`src/rtl/arm_ctrl_pkg.sv`:
```
// Shared types and encodings for the multicycle ARM-like control unit.
// States, ALU control codes, DP cmd codes, condition codes and NZCV bit positions.
package arm_ctrl_pkg;

   localparam int unsigned STATE_W = 4;
   localparam int unsigned FLAG_W  = 4;

   typedef enum logic [STATE_W-1:0] {
      StFetch  = 4'd0,
      StDecode = 4'd1,
      StMemAdr = 4'd2,
      StMemRd  = 4'd3,
      StMemWb  = 4'd4,
      StMemWr  = 4'd5,
      StExecR  = 4'd6,
      StExecI  = 4'd7,
      StAluWb  = 4'd8,
      StBranch = 4'd9
   } state_e;

   localparam logic [1:0] AluAdd = 2'b00;
   localparam logic [1:0] AluSub = 2'b01;
   localparam logic [1:0] AluAnd = 2'b10;
   localparam logic [1:0] AluOrr = 2'b11;

   localparam logic [3:0] CmdAdd = 4'b0100;
   localparam logic [3:0] CmdSub = 4'b0010;
   localparam logic [3:0] CmdAnd = 4'b0000;
   localparam logic [3:0] CmdOrr = 4'b1100;
   localparam logic [3:0] CmdCmp = 4'b1010;

   localparam logic [3:0] CondEq = 4'b0000;
   localparam logic [3:0] CondNe = 4'b0001;
   localparam logic [3:0] CondCs = 4'b0010;
   localparam logic [3:0] CondCc = 4'b0011;
   localparam logic [3:0] CondMi = 4'b0100;
   localparam logic [3:0] CondPl = 4'b0101;
   localparam logic [3:0] CondVs = 4'b0110;
   localparam logic [3:0] CondVc = 4'b0111;
   localparam logic [3:0] CondHi = 4'b1000;
   localparam logic [3:0] CondLs = 4'b1001;
   localparam logic [3:0] CondGe = 4'b1010;
   localparam logic [3:0] CondLt = 4'b1011;
   localparam logic [3:0] CondGt = 4'b1100;
   localparam logic [3:0] CondLe = 4'b1101;
   localparam logic [3:0] CondAl = 4'b1110;

   localparam int unsigned FlagN = 3;
   localparam int unsigned FlagZ = 2;
   localparam int unsigned FlagC = 1;
   localparam int unsigned FlagV = 0;

endpackage

```
`src/rtl/multicycle_controller_if.sv`:
```
// Bundle between the IR/datapath and the control FSM. The mem_ready handshake
// exists only when MEM_READY_EN is defined.
interface multicycle_controller_if;
   import arm_ctrl_pkg::*;

   logic [3:0]         Cond;
   logic [1:0]         Op;
   logic [5:0]         Funct;
   logic [3:0]         Rd;
   logic [FLAG_W-1:0]  ALUFlags;
`ifdef MEM_READY_EN
   logic               mem_ready;
`endif
   logic               PCWrite;
   logic               IRWrite;
   logic               RegWrite;
   logic               MemWrite;
   logic               AdrSrc;
   logic               ALUSrcA;
   logic [1:0]         ALUSrcB;
   logic [1:0]         ResultSrc;
   logic [1:0]         ALUControl;
   logic [1:0]         ImmSrc;
   logic [1:0]         RegSrc;
   logic [STATE_W-1:0] state_o;

   modport master (
`ifdef MEM_READY_EN
      input  mem_ready,
`endif
      input  Cond, Op, Funct, Rd, ALUFlags,
      output PCWrite, IRWrite, RegWrite, MemWrite, AdrSrc, ALUSrcA, ALUSrcB,
      output ResultSrc, ALUControl, ImmSrc, RegSrc, state_o
   );

   modport slave (
`ifdef MEM_READY_EN
      output mem_ready,
`endif
      output Cond, Op, Funct, Rd, ALUFlags,
      input  PCWrite, IRWrite, RegWrite, MemWrite, AdrSrc, ALUSrcA, ALUSrcB,
      input  ResultSrc, ALUControl, ImmSrc, RegSrc, state_o
   );

endinterface

```
`src/rtl/cond_check.sv`:
```
// Evaluates the ARM condition field against the registered NZCV flags.
module cond_check import arm_ctrl_pkg::*; (
   input  logic [3:0]        cond_i,
   input  logic [FLAG_W-1:0] flags_i,
   output logic              cond_ex_o
);

   logic n, z, c, v;

   assign n = flags_i[FlagN];
   assign z = flags_i[FlagZ];
   assign c = flags_i[FlagC];
   assign v = flags_i[FlagV];

   always_comb begin
      cond_ex_o = 1'b1;
      case (cond_i)
         CondEq:  cond_ex_o = z;
         CondNe:  cond_ex_o = ~z;
         CondCs:  cond_ex_o = c;
         CondCc:  cond_ex_o = ~c;
         CondMi:  cond_ex_o = n;
         CondPl:  cond_ex_o = ~n;
         CondVs:  cond_ex_o = v;
         CondVc:  cond_ex_o = ~v;
         CondHi:  cond_ex_o = c & ~z;
         CondLs:  cond_ex_o = ~c | z;
         CondGe:  cond_ex_o = (n == v);
         CondLt:  cond_ex_o = (n != v);
         CondGt:  cond_ex_o = ~z & (n == v);
         CondLe:  cond_ex_o = z | (n != v);
         default: cond_ex_o = 1'b1;
      endcase
   end

endmodule

```
`src/rtl/multicycle_controller.sv`:
```
// Control FSM of the multicycle ARM-like CPU: sequences ALU, memory and register file.
// Optional MEM_READY_EN makes FETCH, MEMRD and MEMWR wait for mem_ready.
module multicycle_controller import arm_ctrl_pkg::*; (
   input  logic                    clk,
   input  logic                    reset_n,
   multicycle_controller_if.master bus
);

   state_e            state_q, state_d;
   logic [FLAG_W-1:0] flags_q, flags_d;
   logic              cond_ex, mem_ok, rd_is_pc, s_bit;
   logic [3:0]        cmd;
   logic [1:0]        alu_op;
   logic              cmd_known, no_write, arith, is_cmp;
   logic              pc_write, ir_write, reg_write, mem_write, wb_write;

   assign cmd      = bus.Funct[4:1];
   assign s_bit    = bus.Funct[0];
   assign rd_is_pc = (bus.Rd == 4'hF);

`ifdef MEM_READY_EN
   assign mem_ok = bus.mem_ready;
`else
   assign mem_ok = 1'b1;
`endif

   cond_check u_cond_check (
      .cond_i    (bus.Cond),
      .flags_i   (flags_q),
      .cond_ex_o (cond_ex)
   );

   always_comb begin
      alu_op    = AluAdd;
      cmd_known = 1'b1;
      no_write  = 1'b0;
      arith     = 1'b1;
      is_cmp    = 1'b0;
      case (cmd)
         CmdAdd: alu_op = AluAdd;
         CmdSub: alu_op = AluSub;
         CmdAnd: begin alu_op = AluAnd; arith = 1'b0; end
         CmdOrr: begin alu_op = AluOrr; arith = 1'b0; end
         CmdCmp: begin alu_op = AluSub; no_write = 1'b1; is_cmp = 1'b1; end
         default: begin
            cmd_known = 1'b0;
            no_write  = 1'b1;
            arith     = 1'b0;
         end
      endcase
   end

   // Logical ops only refresh NZ; unknown cmds never touch the flags.
   always_comb begin
      flags_d = flags_q;
      if ((state_q == StExecR || state_q == StExecI) && cond_ex && cmd_known &&
          (s_bit || is_cmp)) begin
         flags_d[FlagN] = bus.ALUFlags[FlagN];
         flags_d[FlagZ] = bus.ALUFlags[FlagZ];
         if (arith) begin
            flags_d[FlagC] = bus.ALUFlags[FlagC];
            flags_d[FlagV] = bus.ALUFlags[FlagV];
         end
      end
   end

   always_comb begin
      state_d        = state_q;
      pc_write       = 1'b0;
      ir_write       = 1'b0;
      reg_write      = 1'b0;
      mem_write      = 1'b0;
      wb_write       = 1'b0;
      bus.AdrSrc     = 1'b0;
      bus.ALUSrcA    = 1'b0;
      bus.ALUSrcB    = 2'b00;
      bus.ResultSrc  = 2'b00;
      bus.ALUControl = AluAdd;
      case (state_q)
         StFetch: begin
            ir_write      = mem_ok;
            pc_write      = mem_ok;
            bus.ALUSrcA   = 1'b1;
            bus.ALUSrcB   = 2'b10;
            bus.ResultSrc = 2'b10;
            if (mem_ok) state_d = StDecode;
         end
         StDecode: begin
            bus.ALUSrcA   = 1'b1;
            bus.ALUSrcB   = 2'b10;
            bus.ResultSrc = 2'b10;
            case (bus.Op)
               2'b00:   state_d = bus.Funct[5] ? StExecI : StExecR;
               2'b01:   state_d = StMemAdr;
               2'b10:   state_d = StBranch;
               default: state_d = StFetch;
            endcase
         end
         StMemAdr: begin
            bus.ALUSrcB = 2'b01;
            state_d     = bus.Funct[0] ? StMemRd : StMemWr;
         end
         StMemRd: begin
            bus.AdrSrc = 1'b1;
            if (mem_ok) state_d = StMemWb;
         end
         StMemWb: begin
            bus.ResultSrc = 2'b01;
            wb_write      = cond_ex;
            state_d       = StFetch;
         end
         StMemWr: begin
            bus.AdrSrc = 1'b1;
            mem_write  = cond_ex & mem_ok;
            if (mem_ok) state_d = StFetch;
         end
         StExecR: begin
            bus.ALUControl = alu_op;
            state_d        = StAluWb;
         end
         StExecI: begin
            bus.ALUSrcB    = 2'b01;
            bus.ALUControl = alu_op;
            state_d        = StAluWb;
         end
         StAluWb: begin
            wb_write = cond_ex & ~no_write;
            state_d  = StFetch;
         end
         StBranch: begin
            bus.ALUSrcB   = 2'b01;
            bus.ResultSrc = 2'b10;
            pc_write      = cond_ex;
            state_d       = StFetch;
         end
         default: state_d = StFetch;
      endcase
      // A writeback to R15 becomes a PC load instead of a register write.
      if (rd_is_pc) pc_write = pc_write | wb_write;
      else          reg_write = wb_write;
   end

   always_ff @(posedge clk or negedge reset_n) begin
      if (!reset_n) begin
         state_q <= StFetch;
         flags_q <= '0;
      end else begin
         state_q <= state_d;
         flags_q <= flags_d;
      end
   end

   assign bus.PCWrite  = pc_write & reset_n;
   assign bus.IRWrite  = ir_write & reset_n;
   assign bus.RegWrite = reg_write & reset_n;
   assign bus.MemWrite = mem_write & reset_n;
   assign bus.ImmSrc   = bus.Op;
   assign bus.RegSrc   = {bus.Op == 2'b10, bus.Op == 2'b01};
   assign bus.state_o  = state_q;

endmodule

```
`src/flat_wrapper.sv`:
```
// flat-port wrapper written by rule: the top's interface ports become plain ports
module multicycle_controller_flat import arm_ctrl_pkg::*;
  (clk, reset_n, bus_Cond, bus_Op, bus_Funct, bus_Rd, bus_ALUFlags, bus_PCWrite, bus_IRWrite, bus_RegWrite, bus_MemWrite, bus_AdrSrc, bus_ALUSrcA, bus_ALUSrcB, bus_ResultSrc, bus_ALUControl, bus_ImmSrc, bus_RegSrc, bus_state_o);
  multicycle_controller_if bus_i ();
  input  logic clk;
  input  logic reset_n;
  input wire logic [$bits(bus_i.Cond)-1:0] bus_Cond;
  input wire logic [$bits(bus_i.Op)-1:0] bus_Op;
  input wire logic [$bits(bus_i.Funct)-1:0] bus_Funct;
  input wire logic [$bits(bus_i.Rd)-1:0] bus_Rd;
  input wire logic [$bits(bus_i.ALUFlags)-1:0] bus_ALUFlags;
  output wire logic [$bits(bus_i.PCWrite)-1:0] bus_PCWrite;
  output wire logic [$bits(bus_i.IRWrite)-1:0] bus_IRWrite;
  output wire logic [$bits(bus_i.RegWrite)-1:0] bus_RegWrite;
  output wire logic [$bits(bus_i.MemWrite)-1:0] bus_MemWrite;
  output wire logic [$bits(bus_i.AdrSrc)-1:0] bus_AdrSrc;
  output wire logic [$bits(bus_i.ALUSrcA)-1:0] bus_ALUSrcA;
  output wire logic [$bits(bus_i.ALUSrcB)-1:0] bus_ALUSrcB;
  output wire logic [$bits(bus_i.ResultSrc)-1:0] bus_ResultSrc;
  output wire logic [$bits(bus_i.ALUControl)-1:0] bus_ALUControl;
  output wire logic [$bits(bus_i.ImmSrc)-1:0] bus_ImmSrc;
  output wire logic [$bits(bus_i.RegSrc)-1:0] bus_RegSrc;
  output wire logic [$bits(bus_i.state_o)-1:0] bus_state_o;
  assign bus_i.Cond = bus_Cond;
  assign bus_i.Op = bus_Op;
  assign bus_i.Funct = bus_Funct;
  assign bus_i.Rd = bus_Rd;
  assign bus_i.ALUFlags = bus_ALUFlags;
  assign bus_PCWrite = bus_i.PCWrite;
  assign bus_IRWrite = bus_i.IRWrite;
  assign bus_RegWrite = bus_i.RegWrite;
  assign bus_MemWrite = bus_i.MemWrite;
  assign bus_AdrSrc = bus_i.AdrSrc;
  assign bus_ALUSrcA = bus_i.ALUSrcA;
  assign bus_ALUSrcB = bus_i.ALUSrcB;
  assign bus_ResultSrc = bus_i.ResultSrc;
  assign bus_ALUControl = bus_i.ALUControl;
  assign bus_ImmSrc = bus_i.ImmSrc;
  assign bus_RegSrc = bus_i.RegSrc;
  assign bus_state_o = bus_i.state_o;
  multicycle_controller u_core (.clk(clk), .reset_n(reset_n), .bus(bus_i));
endmodule
```
`config.mk`:
```
export PLATFORM = sky130hd
export DESIGN_NAME = multicycle_controller_flat
export DESIGN_NICKNAME = d
export VERILOG_FILES = /design/src/rtl/arm_ctrl_pkg.sv /design/src/rtl/multicycle_controller_if.sv /design/src/rtl/cond_check.sv /design/src/rtl/multicycle_controller.sv /design/src/flat_wrapper.sv
export SDC_FILE = /design/constraint.sdc
export NUM_CORES = 1
export LEC_CHECK = 0
export ABC_AREA = 1
export CORE_MARGIN = 2
export CORE_UTILIZATION = 44
export DETAILED_ROUTE_END_ITERATION = 8
export PLACE_DENSITY = 0.84
export SYNTH_ARGS = -nofsm -noshare
export SYNTH_HDL_FRONTEND = slang
export SYNTH_SLANG_ARGS = --single-unit
```
`constraint.sdc`:
```
create_clock -name clk -period 2.6 [get_ports clk]
set_input_delay 0.52 -clock clk [delete_from_list [all_inputs] [get_ports clk]]
set_output_delay 0.52 -clock clk [all_outputs]
set_load 0.03 [all_outputs]
```
==> results.txt <==
- Setup slack on the worst reg-to-reg path comes out at 1210 ps.
- Summed over all nets, the half-perimeter wirelength after detailed placement is 2070 um.
- Unique cell type count in the Yosys netlist: 24
- Worst r2r src: u_core.bus.state_o[2]$_DFF_PN0_
* Worst-case vdd ir drop: 0.511 mV
- After detailed routing, the number of remaining DRC violations is 0.
* Fraction of the yosys area taken by sequential cells: 22.4%
- Between clock sinks in the finished design, the worst skew comes to 2.74 ps.
- Count of fill cells added during filler insertion: 173
- Critical path launch point: bus_Op[1]
- Setup TNS: 0 ps
- In this run the core area contains 16 standard-cell rows.
- The count of nets left with antenna violations once routing finished came out at 0.
* Final layout net count: 222
- FF-to-FF End: u_core.flags_q[0]$_DFFE_PN0P_
- Most common cell after layout, fill and taps aside: sky130_fd_sc_hd__nand2_1
* Number of nets produced by synthesis: 177
- Vias after detailed routing: 1149
- Netlist area before placement: 895 um2
* FF+latch count, synth: 8
- The via count of the first global-routing pass is 1074.
- The worst path uses 94.9% of the clock period.
- Counting instances, the worst hold path has a depth of 2.
- The floorplan step set the die width to 49.1 um.
- Fraction of final layout cells sized beyond drive strength 1: 14.6%
- The first global-routing pass estimated 4330 um of wire.
* Critical Setup Path Class: in -> out
* Vertical extent of the die: 49.1 um
- Mean instance size in the synthesized netlist: 5.77 um2
- Initial antenna violation count: 0
* First-pass detailed-route iteration total: 4
- Pin placement for this block handled 42 I/O pins.
* Clock buffer count from CTS: 3
- Floorplan Core Area: 1940 um2
* Highest achievable clock rate: 405 MHz
* Minimum clock period after layout: 2470 ps
- After the first detailed-routing iteration, the DRC count stood at 24.
* Worst Min Path Start: u_core.flags_q[0]$_DFFE_PN0P_
- For this run, the leading register cell type out of synthesis is sky130_fd_sc_hd__dfrtp_1.
- Reg2reg path depth: 9
- End-of-flow core utilization: 69.6%
- Across the run, the number of max-cap violations was 0.
* Worst Hold End: u_core.flags_q[0]$_DFFE_PN0P_
- Overall fraction of global-route tracks in use: 22.2%
- Reported leakage power: 0.757 nW
- Power per cell area: 797 nW/um2
- TritonCTS built the clock tree.
* Largest net degree at the start of global routing: 10
- At the worst endpoint, the required time is 2080 ps.
* CP Max Fanout: 5
* Deepest level of the CTS H-tree: 1
- After global routing the overflow that remains totals 0.
- Clock transition at the registers of the reported paths: 50 ps
- Synth async-reset ratio: 100%
* Final estimated routing congestion in global placement: 0.969
* Post-synthesis instance total: 155
- Unrepaired setup endpoints after global routing: false
- Dividing the detail-routed wire length by the instance count gives 10.9 um.
- Hold Path Class: reg -> reg
* Outcome: finished, final reports clean
- Final hold analysis gives a worst-case slack of 539 ps.
- In this run the tool buffered the top-level ports with 41 buffer cells.
- STA puts the critical path data arrival time at 1950 ps.
- Clock net sink count: 8
- Number of enable-type register cells in the synthesized netlist: 0
* Slew at the pin closest to its max-slew limit: 336 ps
- Most used cells in the layout excluding fill and tap cells: sky130_fd_sc_hd__nand2_1, sky130_fd_sc_hd__clkdlybuf4s50_1, sky130_fd_sc_hd__inv_1, sky130_fd_sc_hd__nor2_1, sky130_fd_sc_hd__nand3_1
- The clock reaches the later pin of the worst-skew pair after 250 ps.
- Setup violations remaining at the end of the flow were counted as 0.
* Number of diodes: 0
* Total count of max-transition violations in the final report: 0
* Post-cts hold buffer count: 0
- The initial utilization of the core area, before any placement, comes to 46.1%.
- After detailed routing, the number of vias per cell comes to 5.11.
- Area Overhead vs Synth: 51.0%
- Critical Path End Type: output pin
- Final number of hold-violating endpoints: 0
- Cell at the root of the clock tree: sky130_fd_sc_hd__clkbuf_4
* Worst rel slew slack: 77.3%
* Wire length after detailed routing: 2460 um
- STA classifies the critical path startpoint as a primary input.
- No sink is reached through more buffers than the 2 on the longest clock path.
- Total number of yosys warnings: 0
- The die covers 2410 um2.
[metal layers]
metal | share of wire, % | vias up | GRT usage, %
met5 | 0 | - | 0
met4 | 1.3 | 0 | 10.0
met3 | 5.4 | 4 | 1.53
met2 | 50 | 48 | 40.8
met1 | 43 | 520 | 26.0
li1 | - | 577 | -
[stage by stage]
stage | cells | cell area [um2] | total power, mW | setup slack, ps
after CTS | 225 | 1340 | 1.08 | 12.1
after global routing | 225 | 1350 | 1.16 | 32.4
final | 225 | 1350 | 1.08 | 132
after floorplan | 155 | 895 | 0.689 | 122
after detailed placement | 222 | 1320 | 0.985 | -16.0
after global placement | 222 | 1320 | 0.971 | 47.0
[cell type report]
cell class	count	area, um2	area share (%)
well taps	27	33.8	2.50
clock buffers	3	22.5	1.67
multi-input cells	117	573	42.4
flip-flops and latches	8	200	14.8
repair buffers	42	415	30.7
inverters	28	106	7.87
[where the power goes]
group / internal, mW / leakage [nW] / total, mW / switching [mW]
Clock: 0.0528 / 0.0138 / 0.0945 / 0.0417
Combinational: 0.288 / 0.645 / 0.766 / 0.478
Sequential: 0.167 / 0.0982 / 0.217 / 0.0500
[how the worst max path moves through the flow]
stage                             end  slack [ps]
floorplan              bus_ALUSrcB[0]         120
global placement    bus_ALUControl[1]          50
detailed placement        bus_PCWrite         -20
CTS                 bus_ALUControl[1]          10
global route             bus_RegWrite          30
finish                  bus_RegSrc[1]         130
[worst max-delay path: stages]
cell,delay (ps)
sky130_fd_sc_hd__clkdlybuf4s50_1,560
sky130_fd_sc_hd__inv_1,90
sky130_fd_sc_hd__nor2_1,90
sky130_fd_sc_hd__clkdlybuf4s50_1,680
[kinds of logic (layout without fill, tap and decap cells)]
kind of cell / after synthesis / count (layout) / share of synthesized area, %
AND/OR/NAND/NOR: 101 / 101 / 53.1
AO/OA/AOI/OAI: 16 / 16 / 10.9
buffers and inverters: 30 / 73 / 13.6
flip-flops: 8 / 8 / 22.4
[synthesized netlist by cell type, types with 2 or more instances]
master | count | area [um2]
sky130_fd_sc_hd__nand2_1 | 50 | 188
sky130_fd_sc_hd__inv_1 | 25 | 93.8
sky130_fd_sc_hd__nor2_1 | 20 | 75.1
sky130_fd_sc_hd__nand3_1 | 13 | 65.1
sky130_fd_sc_hd__dfrtp_1 | 8 | 200
sky130_fd_sc_hd__nor2_2 | 6 | 37.5
sky130_fd_sc_hd__a21oi_1 | 4 | 20.0
sky130_fd_sc_hd__nand3_2 | 4 | 40.0
sky130_fd_sc_hd__nand2_2 | 3 | 18.8
sky130_fd_sc_hd__o21ai_1 | 3 | 15.0
sky130_fd_sc_hd__buf_4 | 2 | 15.0
sky130_fd_sc_hd__inv_2 | 2 | 7.51
sky130_fd_sc_hd__nor2_4 | 2 | 22.5
sky130_fd_sc_hd__o21ai_0 | 2 | 10.0
sky130_fd_sc_hd__o22ai_1 | 2 | 12.5
[timing repair]
item / CTS / global route
gates cloned: 0 / 0
setup buffers: 0 / 0
pin swaps: 0 / 0
resized for setup: 2 / 6
setup endpoints to repair: 1 / 5
[registers in the layout (all words and copies together) (netlist names)]
register / count
u_core.flags_q: 4
u_core.bus.state_o: 4
No activity file was read; power rests on OpenSTA's default activity.
